<file path="src/rtl/ascon_stream_driver.sv">
// Byte-serial host stream <-> ASCON-128a 128-bit block interface: packs key/nonce/AD/payload and unpacks result/tag bytes.
// Latency: last byte at t gives core_start at t+1 if the core is ready; input stalls outside FILL, and output bytes hold while m_ready is low.
module ascon_stream_driver (
    input  logic         clk,
    input  logic         rstn,
    input  logic [7:0]   s_data,
    input  logic [1:0]   s_kind,
    input  logic         s_last,
    input  logic         s_empty,
    input  logic         s_valid,
    output logic         s_ready,
    input  logic         decrypt,
    output logic [7:0]   m_data,
    output logic         m_tag,
    output logic         m_last,
    output logic         m_valid,
    input  logic         m_ready,
    output logic         err,
    output logic         core_decrypt,
    output logic [7:0]   core_len,
    output logic [127:0] core_blk,
    output logic         core_start,
    input  logic         core_rdy,
    input  logic [2:0]   core_type,
    input  logic [127:0] core_out
);

    typedef enum logic [2:0] {FILL, ISSUE, SETTLE, WAIT, DRAIN, ERR} state_t;
    // Phase encoding matches the core's blk_type, so phase and core_type compare directly.
    typedef enum logic [2:0] {
        NEED_KEY   = 3'd0,
        NEED_NONCE = 3'd1,
        AD         = 3'd2,
        PT         = 3'd3,
        FIN        = 3'd4
    } phase_t;

    state_t         state_q, state_d;
    phase_t         phase_q, phase_d;
    logic [127:0]   blk_q, blk_d;
    logic [4:0]     cnt_q, cnt_d;
    logic           last_q, last_d;
    logic           term_q, term_d;
    logic [127:0]   obuf_q, obuf_d;
    logic [4:0]     drem_q, drem_d;
    logic           tag_q, tag_d;
    logic           dec_q, dec_d;
    logic           rdy_q;
    logic           pt_post;
    logic [6:0]     bidx;
    logic [4:0]     cnt_inc;

    always_ff @(posedge clk or negedge rstn) begin
        if (!rstn) begin
            state_q <= FILL;
            phase_q <= NEED_KEY;
            blk_q   <= '0;
            cnt_q   <= '0;
            last_q  <= 1'b0;
            term_q  <= 1'b0;
            obuf_q  <= '0;
            drem_q  <= '0;
            tag_q   <= 1'b0;
            dec_q   <= 1'b0;
            rdy_q   <= 1'b0;
        end else begin
            state_q <= state_d;
            phase_q <= phase_d;
            blk_q   <= blk_d;
            cnt_q   <= cnt_d;
            last_q  <= last_d;
            term_q  <= term_d;
            obuf_q  <= obuf_d;
            drem_q  <= drem_d;
            tag_q   <= tag_d;
            dec_q   <= dec_d;
            rdy_q   <= (state_d == FILL);
        end
    end

    always_comb begin
        state_d    = state_q;
        phase_d    = phase_q;
        blk_d      = blk_q;
        cnt_d      = cnt_q;
        last_d     = last_q;
        term_d     = term_q;
        obuf_d     = obuf_q;
        drem_d     = drem_q;
        tag_d      = tag_q;
        dec_d      = dec_q;
        pt_post    = 1'b0;
        core_start = 1'b0;
        bidx       = 7'd127 - {cnt_q[3:0], 3'b000};
        cnt_inc    = cnt_q + 5'd1;

        case (state_q)
            FILL: begin
                if (s_valid) begin
                    if (phase_q == FIN || s_kind != phase_q[1:0]) begin
                        state_d = ERR;
                    end else if (s_empty) begin
                        if (!s_last || phase_q == NEED_KEY || phase_q == NEED_NONCE) begin
                            state_d = ERR;
                        end else begin
                            last_d  = 1'b1;
                            term_d  = 1'b0;
                            state_d = ISSUE;
                        end
                    end else begin
                        blk_d[bidx -: 8] = s_data;
                        cnt_d            = cnt_inc;
                        if (phase_q == NEED_NONCE && cnt_q == 5'd0)
                            dec_d = decrypt;
                        if (phase_q == NEED_KEY || phase_q == NEED_NONCE) begin
                            // Key and nonce are exactly one full block.
                            if (s_last != (cnt_inc == 5'd16))
                                state_d = ERR;
                            else if (s_last)
                                state_d = ISSUE;
                        end else if (s_last || cnt_inc == 5'd16) begin
                            last_d  = s_last;
                            term_d  = s_last && (cnt_inc == 5'd16);
                            state_d = ISSUE;
                        end
                    end
                end
            end
            ISSUE: begin
                if (core_rdy) begin
                    if (core_type == phase_q) begin
                        core_start = 1'b1;
                        state_d    = SETTLE;
                    end else begin
                        state_d = ERR;
                    end
                end
            end
            SETTLE: state_d = WAIT;
            WAIT: begin
                if (core_rdy) begin
                    blk_d = '0;
                    cnt_d = '0;
                    case (phase_q)
                        NEED_KEY: begin
                            phase_d = NEED_NONCE;
                            state_d = FILL;
                        end
                        NEED_NONCE: begin
                            phase_d = AD;
                            state_d = FILL;
                        end
                        AD: begin
                            if (term_q) begin
                                term_d  = 1'b0;
                                state_d = ISSUE;
                            end else if (last_q) begin
                                last_d  = 1'b0;
                                phase_d = PT;
                                state_d = FILL;
                            end else begin
                                state_d = FILL;
                            end
                        end
                        PT: begin
                            if (cnt_q != 5'd0) begin
                                obuf_d  = core_out;
                                drem_d  = cnt_q;
                                state_d = DRAIN;
                            end else begin
                                pt_post = 1'b1;
                            end
                        end
                        default: begin
                            obuf_d  = core_out;
                            drem_d  = 5'd16;
                            tag_d   = 1'b1;
                            phase_d = NEED_NONCE;
                            state_d = DRAIN;
                        end
                    endcase
                end
            end
            DRAIN: begin
                if (m_ready) begin
                    obuf_d = obuf_q << 8;
                    drem_d = drem_q - 5'd1;
                    if (drem_q == 5'd1) begin
                        tag_d = 1'b0;
                        if (phase_q == PT)
                            pt_post = 1'b1;
                        else
                            state_d = FILL;
                    end
                end
            end
            default: state_d = ERR;
        endcase

        // After a payload block: send the pending empty block, or close the message with the final block.
        if (pt_post) begin
            if (term_q) begin
                term_d  = 1'b0;
                state_d = ISSUE;
            end else if (last_q) begin
                last_d  = 1'b0;
                phase_d = FIN;
                state_d = ISSUE;
            end else begin
                state_d = FILL;
            end
        end
    end

    assign s_ready      = rdy_q;
    assign m_valid      = (state_q == DRAIN);
    assign m_data       = obuf_q[127:120];
    assign m_tag        = tag_q;
    assign m_last       = (state_q == DRAIN) && (drem_q == 5'd1);
    assign err          = (state_q == ERR);
    assign core_decrypt = dec_q;
    assign core_len     = {cnt_q, 3'b000};
    assign core_blk     = blk_q;

endmodule

</file>
<file path="config.mk">
export PLATFORM = sky130hd
export DESIGN_NAME = ascon_stream_driver
export DESIGN_NICKNAME = d
export VERILOG_FILES = /design/src/rtl/ascon_stream_driver.sv
export SDC_FILE = /design/constraint.sdc
export NUM_CORES = 1
export LEC_CHECK = 0
export CORE_ASPECT_RATIO = 0.8
export CORE_MARGIN = 3
export CORE_UTILIZATION = 50
export DETAILED_ROUTE_END_ITERATION = 16
export PLACE_DENSITY = 0.86
export RECOVER_POWER = 50
export SYNTH_ARGS = -nofsm -noshare
export SYNTH_HDL_FRONTEND = slang
export SYNTH_SLANG_ARGS = --single-unit
export TNS_END_PERCENT = 100
</file>
<file path="constraint.sdc">
create_clock -name clk -period 3.1 [get_ports clk]
set_input_delay 0.93 -clock clk [delete_from_list [all_inputs] [get_ports clk]]
set_output_delay 0.93 -clock clk [all_outputs]
set_load 0.005 [all_outputs]
</file>
==> key figures <==
Pwr
  – Register share of total power: 43.8%
  – Logic pwr share: 26.0%
  – Worst vdd ir: 573.3 uV
  – Internal Pwr Total: 7.823 mW
  – NetSw: 3.685 mW
  – Sw frac: 32.02%
  – P per Cell Area: 681.3 nW/um2
  – Clock share of power: 30.2%
  – Pwr Total: 11.51 mW
  – Leakage Power: 7.566 nW

Critical path
  – CP Buf/Inv Count: 3
  – CP max-delay cell: clkdlybuf4s50_1
  – Setup CP Type: input port to output pin
  – Worst path required time: 2170 ps
  – Critical-path cell list: clkdlybuf4s50_1 -> nand2_1 -> nor4_4 -> buf_4 -> dlygate4sd2_1
  – Critical Path Sink Type: output pin
  – Worst Setup Start Kind: input port
  – Crit-path max FO: 2
  – Delay-heaviest family, CP: buffers and inverters
  – Peak per-stage delay on the critical path: 500 ps
  – Worst EP arrival: 2170 ps

STA
  – Crit share post-route: 100.1%
  – Final setup fails: 1
  – Crit path time final: 3103 ps
  – Fin. Hold Viols: 0
  – Worst Max-Slew Pin Slew: 1913 ps
  – Final Skew: 14.30 ps
  – Max Fclk: 322.2 MHz
  – Max_slew headroom: -27.54%
  – Final worst slack: -3.377 ps
  – Final Max Slew Viols: 72

Cells and area
  – Area Growth Syn to Fin: 36.64%
  – Fin area: 16890 um2
  – Layout cells sized above 1: 9.040%
  – Fillers: 1655
  – Antenna diodes: 0
  – Final net count: 1732
  – Core Util, Final: 70.87%

Clock network
  – Htree depth: 1
  – Maximum root-to-sink buffer count: 3
  – Root Buffer: clkbuf_16
  – Hold_buf cts: 0
  – Skew-Pair Late Insertion Delay: 540 ps
  – CTS sink cnt: 277
  – CTS tree: yes
  – CTS buffer count: 29
  – Clock slew at reported path FFs: 60 ps

GRT
  – Vias in the first global route: 11.00k
  – First-pass GRT wire length: 60.00 mm
  – Total Routing Usage GR: 27.49%
  – Largest net degree at the start of global routing: 102
  – Total gr overflow: 0
  – Initial antenna violation count: 0

Drt
  – Routed len/inst: 19.82 um
  – Drt initial violations: 1132
  – Via density: 5.967
  – Drt drc: 0
  – DRT Pass-1 Iters: 6
  – Detailed Route WL: 37.76 mm
  – Vias: 11.37k
  – Final ANT Viol Nets: 0

Floorplanning
  – Initial core utilization: 51.86%
  – Die ar.: 26660 um2
  – Die height: 146.6 um
  – # rows: 50
  – Core area: 23840 um2
  – # IOs: 300
  – Die Width: 181.8 um

Logic synthesis
  – Cells after Synth: 1277
  – Top_reg_cell synth: dfrtp_1
  – YS warnings: 0
  – Number of distinct library cells after synthesis: 59
  – Register bit total from synthesis: 277
  – Synthesized area: 12360 um2
  – Register area share after synthesis: 56.07%
  – Post-synth EDFFs: 0
  – Syn avg cell area: 9.680 um2
  – Post-synth ARST share: 100.0%

Place
  – DP HPWL: 25.63 mm
  – Routability cong.: 0.9070
  – PortBufs: 296
  – Placed inst area: 15820 um2

Job
  – # Max-Cap Violations: 2

Worst hold path
  – Class of the worst hold path: input port to async pin

Outcome
  – Status: finished, violations left
  – Failing checks: capacitance limit, slew limit, setup timing
-- registers in the layout, summed over array words and instances, names as in the netlist, 3 cells and up --
name,cells
cnt_q,5
phase_q,3
drem_q,5
obuf_q,128
state_q,3
core_blk,128
-- synth_stat cells (12+ instances only) --
cell type,number,share of area (%)
o2bb2ai_1,48,3.4
o21ai_0,17,0.69
a21oi_1,24,0.97
a32o_1,48,3.9
inv_1,12,0.36
a31oi_1,122,6.2
buf_2,20,0.81
clkbuf_1,47,1.4
dfrtp_1,277,56
a22o_1,32,2.3
nand3_1,17,0.69
nor2_1,135,4.1
and2_1,13,0.66
nand2_1,320,9.7
buf_4,25,1.5
-- final timing paths --
check	slack, ps	cells after the start	startpoint	endpoint
setup / recovery	-3	5	core_rdy	core_start
hold / removal	380	1	rstn	core_blk[76]
setup reg to reg	180	17	phase_q[0]	s_ready
hold reg to reg	470	2	obuf_q[2]	obuf_q[2]
max in group asynchronous	500	2	rstn	obuf_q[52]
min in group clk	470	2	obuf_q[2]	obuf_q[2]
-- power groups by stage --
stage / clock, mW / combinational [mW] / sequential (mW)
after floorplan: 0 / 2.05 / 4.93
after global placement: 0 / 2.84 / 5.01
after detailed placement: 0 / 2.94 / 5.07
after CTS: 3.53 / 3.00 / 5.03
after global routing: 3.68 / 3.38 / 5.14
final: 3.47 / 2.99 / 5.04
-- area by class of cell --
cell class | count | area [um2] | area share [%]
repair buffers | 366 | 3570 | 21.13
well taps | 312 | 390.4 | 2.311
clock inverters | 12 | 123.9 | 0.7333
clock buffers | 39 | 833.3 | 4.933
flip-flops and latches | 277 | 6934 | 41.05
inverters | 14 | 58.81 | 0.3481
multi-input cells | 885 | 4981 | 29.49
-- through the flow --
| stage | setup TNS (ps) | hold WS (ps) | setup WS [ps] | cells |
|---|---|---|---|---|
| after global routing | -12.91 | 436.2 | -6.719 | 1905 |
| after CTS | 0 | 423.3 | 1.078 | 1903 |
| after global placement | -7193 | 451.5 | -482.4 | 1840 |
| after detailed placement | -12940 | 457.5 | -414.5 | 1840 |
| after floorplan | 0 | 438.6 | 370.6 | 1279 |
| final | -3.377 | 383.7 | -3.377 | 1905 |
-- metal layers --
| metal | up-vias | share of wire (%) | track usage [%] |
|---|---|---|---|
| met5 | - | 0 | 0 |
| met4 | 0 | 3.1 | 7.842 |
| met3 | 103 | 8.1 | 4.259 |
| met2 | 591 | 47 | 43.46 |
| met1 | 5575 | 42 | 39.73 |
| li1 | 5098 | - | - |
-- logic make-up after synthesis --
group	count (synthesis)	synth area share, %
AO/OA/AOI/OAI	318	19.20
XOR/XNOR	4	0.2835
adder cells (fa/ha/maj)	10	1.012
buffers and inverters	117	4.524
flip-flops	277	56.07
multiplexers	3	0.2631
other	1	0.03034
AND/OR/NAND/NOR	547	18.61
-- placed cells by master (no fill, tap or decap), types with 6 or more instances in the layout --
cell,count
dlygate4sd3_1,69
nand2_1,319
a31oi_1,121
a22o_1,32
a21oi_1,24
nand3_1,16
ha_1,10
nor2b_1,11
a32o_1,48
inv_1,11
nor2_1,134
clkbuf_2,6
clkbuf_1,8
and2_1,13
buf_4,52
buf_12,9
clkdlybuf4s50_1,221
o2bb2ai_1,48
nor3_1,7
and3_1,11
dfrtp_1,275
clkinv_2,6
o21ai_0,18
clkbuf_8,7
clkbuf_16,29
-- what timing repair did --
| action | 4_1_cts | 5_1_grt |
|---|---|---|
| setup endpoints to repair | 2 | 5 |
| setup buffers | 13 | 2 |
| endpoints found under the hold margin | 0 | 0 |
| pin swaps | 5 | 6 |
| resized for setup | 10 | 21 |
No activity file was read; power rests on OpenSTA's default activity.
